File: config.mk
export PLATFORM = sky130hd
export DESIGN_NAME = crc8_serial_engine
export DESIGN_NICKNAME = d
export VERILOG_FILES = /design/src/rtl/crc8_serial_engine.sv
export SDC_FILE = /design/constraint.sdc
export NUM_CORES = 1
export LEC_CHECK = 0
export CAP_MARGIN = 20
export CORE_MARGIN = 2
export CORE_UTILIZATION = 40
export CTS_BUF_LIST = sky130_fd_sc_hd__clkbuf_8 sky130_fd_sc_hd__clkbuf_16
export DETAILED_ROUTE_END_ITERATION = 7
export RECOVER_POWER = 50
export SYNTH_ARGS = -nofsm -noshare
export SYNTH_HDL_FRONTEND = slang
export SYNTH_SLANG_ARGS = --single-unit
File: constraint.sdc
create_clock -name clk -period 1.9 [get_ports clk]
set_clock_uncertainty 0.2 [all_clocks]
set_input_delay 0.475 -clock clk [delete_from_list [all_inputs] [get_ports clk]]
set_output_delay 0.475 -clock clk [all_outputs]
set_load 0.1 [all_outputs]
File: src/rtl/crc8_serial_engine.sv
// ---------------------------------------------------------------------------
// crc8_serial_engine
//
// Bit-serial CRC-8 engine. It takes one data bit per cycle over a valid/ready
// stream and folds it into an 8-bit LFSR, MSB-first. On the last bit of a
// frame it shows the CRC and the frame bit-length to the downstream consumer.
// It holds them until that consumer accepts them.
//
// Optional feature macro: CRC8_CHECK_EN adds a crc_match output. This output
// flags frames whose CRC residue is zero, so a frame with its CRC appended
// checks itself.
//
// Parameters:
//   POLY   generator polynomial, x^8 term implicit
//   INIT   CRC register value at reset and at the start of every frame
//   LEN_W  width of the saturating frame bit-length counter
//
// Ports:
//   clk        rising-edge clock
//   rst_n      asynchronous active-low reset
//   in_valid   upstream bit valid
//   in_ready   engine can accept a bit this cycle (registered)
//   in_bit     data bit, MSB-first
//   in_last    final bit of the frame, qualified by in_valid
//   crc_valid  result available (registered)
//   crc_ready  downstream accepts the result
//   crc_out    CRC of the completed frame, held after the handshake
//   frame_len  bit count of the completed frame, saturating
//   crc_match  (CRC8_CHECK_EN only) final CRC was 8'h00
// ---------------------------------------------------------------------------
module crc8_serial_engine #(
    parameter logic [7:0]  POLY  = 8'h07,
    parameter logic [7:0]  INIT  = 8'h00,
    parameter int unsigned LEN_W = 16
) (
    input  logic             clk,
    input  logic             rst_n,
    input  logic             in_valid,
    output logic             in_ready,
    input  logic             in_bit,
    input  logic             in_last,
    output logic             crc_valid,
    input  logic             crc_ready,
    output logic [7:0]       crc_out,
    output logic [LEN_W-1:0] frame_len
`ifdef CRC8_CHECK_EN
    ,
    output logic             crc_match
`endif
);

    typedef enum logic [1:0] {StIdle, StAccum, StDone} state_e;

    state_e             state_q, state_d;
    logic [7:0]         crc_q, crc_d;
    logic [LEN_W-1:0]   len_q, len_d;

    logic               xfer;
    logic               fb;
    logic [7:0]         crc_step;
    logic [LEN_W-1:0]   len_step;
    logic               capture;
    logic               in_ready_d;
    logic               crc_valid_d;

    // A transfer can only happen outside StDone, because in_ready is low there.
    assign xfer    = in_valid && in_ready;
    assign capture = xfer && in_last;

    // One LFSR step and the saturating length increment for the current bit.
    assign fb       = crc_q[7] ^ in_bit;
    assign crc_step = {crc_q[6:0], 1'b0} ^ (fb ? POLY : 8'h00);
    assign len_step = (&len_q) ? len_q : len_q + {{(LEN_W-1){1'b0}}, 1'b1};

    // State register
    always_ff @(posedge clk or negedge rst_n) begin
        if (!rst_n) begin
            state_q <= StIdle;
        end else begin
            state_q <= state_d;
        end
    end

    // Next-state logic
    always_comb begin
        state_d = state_q;
        unique case (state_q)
            StIdle, StAccum: begin
                if (xfer) begin
                    state_d = in_last ? StDone : StAccum;
                end
            end
            StDone: begin
                if (crc_ready) begin
                    state_d = StIdle;
                end
            end
            default: state_d = StIdle;
        endcase
    end

    // Output decode. It is computed from the next state and then registered,
    // so in_ready and crc_valid come straight from flops.
    always_comb begin
        in_ready_d  = (state_d != StDone);
        crc_valid_d = (state_d == StDone);
    end

    // Datapath next-state. The LFSR and counter are rearmed when the result is
    // accepted, so every frame starts from INIT and zero.
    always_comb begin
        crc_d = crc_q;
        len_d = len_q;
        if (xfer) begin
            crc_d = crc_step;
            len_d = len_step;
        end else if (state_q == StDone && crc_ready) begin
            crc_d = INIT;
            len_d = '0;
        end
    end

    always_ff @(posedge clk or negedge rst_n) begin
        if (!rst_n) begin
            crc_q     <= INIT;
            len_q     <= '0;
            in_ready  <= 1'b1;
            crc_valid <= 1'b0;
        end else begin
            crc_q     <= crc_d;
            len_q     <= len_d;
            in_ready  <= in_ready_d;
            crc_valid <= crc_valid_d;
        end
    end

    // Result registers take the post-update value of the in_last transfer and
    // keep it until the next frame completes.
    always_ff @(posedge clk or negedge rst_n) begin
        if (!rst_n) begin
            crc_out   <= INIT;
            frame_len <= '0;
        end else if (capture) begin
            crc_out   <= crc_step;
            frame_len <= len_step;
        end
    end

`ifdef CRC8_CHECK_EN
    always_ff @(posedge clk or negedge rst_n) begin
        if (!rst_n) begin
            crc_match <= 1'b0;
        end else if (capture) begin
            crc_match <= (crc_step == 8'h00);
        end
    end
`endif

endmodule

# Yosys cells after proc, flatten, opt, wreduce, memory -nomap -nowiden
# Index checks and enable logic that the tools add are counted.
[op_classes] shift=0 n_addsub=1 mux=10 bitwise=2 div_mod_pow=0 n_mul=0 eq_ne=4 n_reduce_logical=7 n_lt_le_gt_ge=0
[op_table] op="$mux W16" count=3
[op_table] op="$add A16 B1 Y16 const B" count=1
[op_table] op="$mux W8" count=2
[op_table] op="$reduce_and A16 Y1" count=1
[op_table] op="$xor A8 B3 Y8" count=1
[op_table] op="$mux W2" count=3
[op_table] op="$eq A2 B2 Y1 const B" count=2
[op_table] op="$pmux W2 S2" count=1
[op_table] op="$logic_and A1 B1 Y1" count=3
[op_table] op="$mux W3" count=1
[op_table] op="$eq A2 B1 Y1 const B" count=1
[op_table] op="$logic_not A2 Y1" count=1
[op_table] op="$ne A2 B2 Y1 const B" count=1
[op_table] op="$reduce_bool A2 Y1" count=1
[op_table] op="$reduce_or A2 Y1" count=1
[op_table] op="$xor A1 B1 Y1" count=1
[totals] input_bits=6 latch_bits=0 mem_bits_ro=0 output_inout_bits=26 ramBits=0 word_cells=31 memories=0 register_bits=52

# Logic depth before layout (Yosys ltp)
[logic_depth] word_depth=4 mapped_depth=6 depth_no_buf=5

# Least setup slack after synthesis
# Ideal clock, no wire load.
[synth_path] path_kind="register to register" start="register in_ready" end="register frame_len[9]" setup_slack_ns=-0.306 setup_ns=0.069 path_stages_with_launch=6 arrival_time_ns=1.937 path_cell_list="dfstp_2 > and2_1 > clkbuf_1 > nand2_2 > or4_1 > nand3_1"
[synth_between] elab_chain_len=2
[synth_rtl] item="from (decl)" line_no="39" rtl="output logic in_ready,"
[synth_rtl] item="from (signal assigned)" line_no="132" rtl="in_ready <= in_ready_d;"
[synth_rtl] item="$logic_and A1 B1 Y1" line_no="67" rtl="assign xfer = in_valid && in_ready;"
[synth_rtl] item="$logic_and A1 B1 Y1" line_no="68" rtl="assign capture = xfer && in_last;"
[synth_rtl] item="to (signal assigned)" line_no="145" rtl="frame_len <= len_step;"
[synth_rtl] item="to (decl)" line_no="45" rtl="output logic [LEN_W-1:0] frame_len"
# No other way between the ends.
# A chain may end at the register's enable or synchronous reset.

# Worst setup path in the final report
[layout_path] start="register len_q[4]" end="register frame_len[2]"
[layout_between] elab_chain_len=2
[layout_rtl] item="from (decl)" line_no="56" rtl="logic [LEN_W-1:0] len_q, len_d;"
[layout_rtl] item="from (signal assigned)" line_no="131" rtl="len_q <= len_d;"
[layout_rtl] item="$reduce_and A16 Y1" line_no="73" rtl="assign len_step = (&len_q) ? len_q : len_q + {{(LEN_W-1){1'b0}}, 1'b1};"
[layout_rtl] item="$mux W16" line_no="73"
# No other way between the ends.

==> reports/qor.csv <==
metric,value,unit
routed_wl,6297,um
grt_pass1_vias,2273,
timing.final.ws_setup,-0.008677,ns
cpPeakStageDelay,0.67,ns
n_antenna_cell,0,
ys_ff_latch,52,
cp_max_fo,10,
leakagePower,1.726,nW
cp.arrival,1.93,ns
grt_overflow,0,
drt_iter0_drc,98,
cts_made_buffers,5,
htreeDepth,2,
worstSetupStartpointType,flop,
fin_crit,1.909,ns
gp_congestion,0.8791,
first_pass_iters,4,
cp.required,1.93,ns
syn-num-nets,272,
use_met2,30.16,%
yosysSeqAreaShare,50.46,%
failed_checks,negative setup slack,
grt_setup_unrepaired,true,
finalPower,4.942,mW
cts_max_path_buffers,2,
yosys_warnings,0,
io_buffers,31,
finalSetupViolations,3,
clock_sinks,52,
crit_buf_inv,0,
synth_cells,265,
hold_path.class,flop to flop,
finalMaxSlewViolations,0,
slew_headroom,52.52,%
cts.clk_slew.worst_paths,0.09,ns
timing_hold_violations_final,0,
use_met3,3.343,%
finalCritPeriodShare,100.5,%
tns,-0.01109,ns
vias,2296,
p_per_area,1287,nW/um^2
grt_util_met1,24.78,%
die_w,84.33,um
dieArea,7112,um^2
area_delta_synth_final,48.76,%
grt_max_degree,53,
status,"complete, but fails checks",
crit_type,flop to flop,
tightestPinTransition,0.7123,ns
start_util,41.12,%
worstSkewPairLatency,0.31,ns
drive_gt1_share,36.52,%
rows,29,
io_pins,32,
synthArstFlopShare,100.0,%
synthDistinctLibCells,50,
fmax,523.9,MHz
synth.avg_cell_area,9.740,um^2
critPathTopFamily,simple AND/OR/NAND/NOR gates,
layout.nets,351,
max_cap_violations,0,
top_usage_layer,met2,
cts_root_buf,clkbuf_8,
crit_chain,nand4_4 > or4_4 > and3_4 > o31ai_2,
crit_path_end_kind,flop,
core-area,6277,um^2
vias_per_cell,5.441,
synth_area,2581,um^2
cpMaxStageDelayCell,or4_4,
ir_drop,1041,uV
antenna_left,0,
routedWlPerCell,14.92,um
synth-main-ff-cell,dfrtp_1,
dp_hpwl,4555,um
groute.usage.overall,18.60,%
synth_edf_count,0,
drc,0,
die_h,84.33,um
grt_pass1_wl,10700,um
antenna_found_initial,0,
cts_tree,done,
kinds of logic (layout without fill, tap and decap cells):
family | count (synthesis) | after routing | synth area share, %
buffers and inverters | 24 | 104 | 6.058
AND/OR/NAND/NOR | 113 | 113 | 22.83
adder cells (fa/ha/maj) | 1 | 1 | 0.4847
XOR/XNOR | 6 | 6 | 2.036
AO/OA/AOI/OAI | 64 | 64 | 16.09
multiplexers | 5 | 5 | 2.036
flip-flops | 52 | 52 | 50.46
per-stage QoR:
step,utilization [%],std cells,setup WS (ns),area (um^2),hold WS (ns)
2_1_floorplan,-,265,-0.05786,2670,-0.02059
3_3_place_gp,57.46,407,-0.2556,3607,0.2796
3_5_place_dp,57.46,407,-0.2874,3607,0.2902
4_1_cts,59.80,415,-0.009547,3754,0.3102
5_1_grt,61.17,422,-0.1131,3840,0.3018
6_report,61.17,422,-0.008677,3840,0.2989
worst paths after layout:
check | startpoint | endpoint | slack, ns | depth (start not counted)
max | len_q[4]$_DFFE_PN0P_ | frame_len[2]$_DFFE_PN0P_ | -0.009 | 4
min | frame_len[4]$_DFFE_PN0P_ | frame_len[4]$_DFFE_PN0P_ | 0.30 | 2
max reg2reg | len_q[4]$_DFFE_PN0P_ | frame_len[2]$_DFFE_PN0P_ | -0.009 | 4
min reg2reg | frame_len[4]$_DFFE_PN0P_ | frame_len[4]$_DFFE_PN0P_ | 0.30 | 2
max in group asynchronous | rst_n | len_q[0]$_DFFE_PN0P_ | 0.33 | 3
min in group asynchronous | rst_n | crc_out[1]$_DFFE_PN0P_ | 0.65 | 3
flip-flops by register name, summed over array words and instances, names as in the netlist:
register and cells:
crc_out 8, state_q 2, crc_q 8, frame_len 16
in_ready 1, len_q 16, crc_valid 1
cell usage after synthesis, types with 3 or more instances:
cell | instances | share of area, %
nand4_1 | 3 | 0.73
o22ai_1 | 3 | 0.73
a31oi_1 | 11 | 2.7
a311oi_1 | 3 | 1.0
mux2i_1 | 3 | 1.2
nor2_1 | 25 | 3.6
a22o_1 | 6 | 2.0
or3_1 | 3 | 0.73
and4_1 | 3 | 1.0
nor4_1 | 5 | 1.2
a21oi_1 | 9 | 1.7
nor3_1 | 8 | 1.6
nand2_1 | 37 | 5.4
clkbuf_1 | 9 | 1.3
nand3_1 | 7 | 1.4
o21ai_0 | 21 | 4.1
xnor2_1 | 3 | 1.0
inv_1 | 4 | 0.58
clkbuf_8 | 4 | 2.1
dfrtp_1 | 51 | 49
and3_1 | 5 | 1.2
xor2_1 | 3 | 1.0
layout by cell type, fill, tap and decap left out, types with 4 or more instances in the layout:
cell type,n
buf_4,53
dfrtp_1,50
nand2_1,37
nor2_1,25
buf_12,25
o21ai_0,20
a31oi_1,11
a21oi_1,8
nor3_1,7
clkbuf_8,7
a22o_1,6
nand3_1,5
inv_1,4
nor4_2,4
clkdlybuf4s50_1,4
metal layers:
layer	vias to the layer above	part of all wire, %
met5	-	0
met4	0	2.3
met3	12	3.6
met2	47	49
met1	1118	45
li1	1119	-
area by class of cell:
cell class | count | area (um^2)
multi-input cells | 189 | 1271
inverters | 4 | 15.01
repair buffers | 92 | 1023
fillers | 533 | 2437
clock inverters | 1 | 30.03
flip-flops and latches | 52 | 1308
well taps | 77 | 96.34
clock buffers | 7 | 96.34
power breakdown:
part / total [mW] / switching [mW] / internal (mW)
clock: 0.832 / 0.367 / 0.465
combinational: 2.47 / 1.54 / 0.930
sequential: 1.64 / 0.270 / 1.37
total: 4.94 / 2.17 / 2.77
timing repair:
| item | in CTS | in global routing |
|---|---|---|
| pin swaps | 2 | 5 |
| gates resized for setup | 4 | 16 |
| hold endpoints to repair | 51 | 0 |
| endpoints found under the setup margin | 12 | 21 |
| setup buffers | 0 | 7 |
| hold buffers | 1 | 0 |
worst register-to-register path, delay by kind of cell (launching register included):
kind,cells,cell delay [ns]
and+or+nand+nor,3,1.04
DFF,1,0.44
AOI/OAI and AO/OA,1,0.16
No activity file was read; power rests on OpenSTA's default activity.
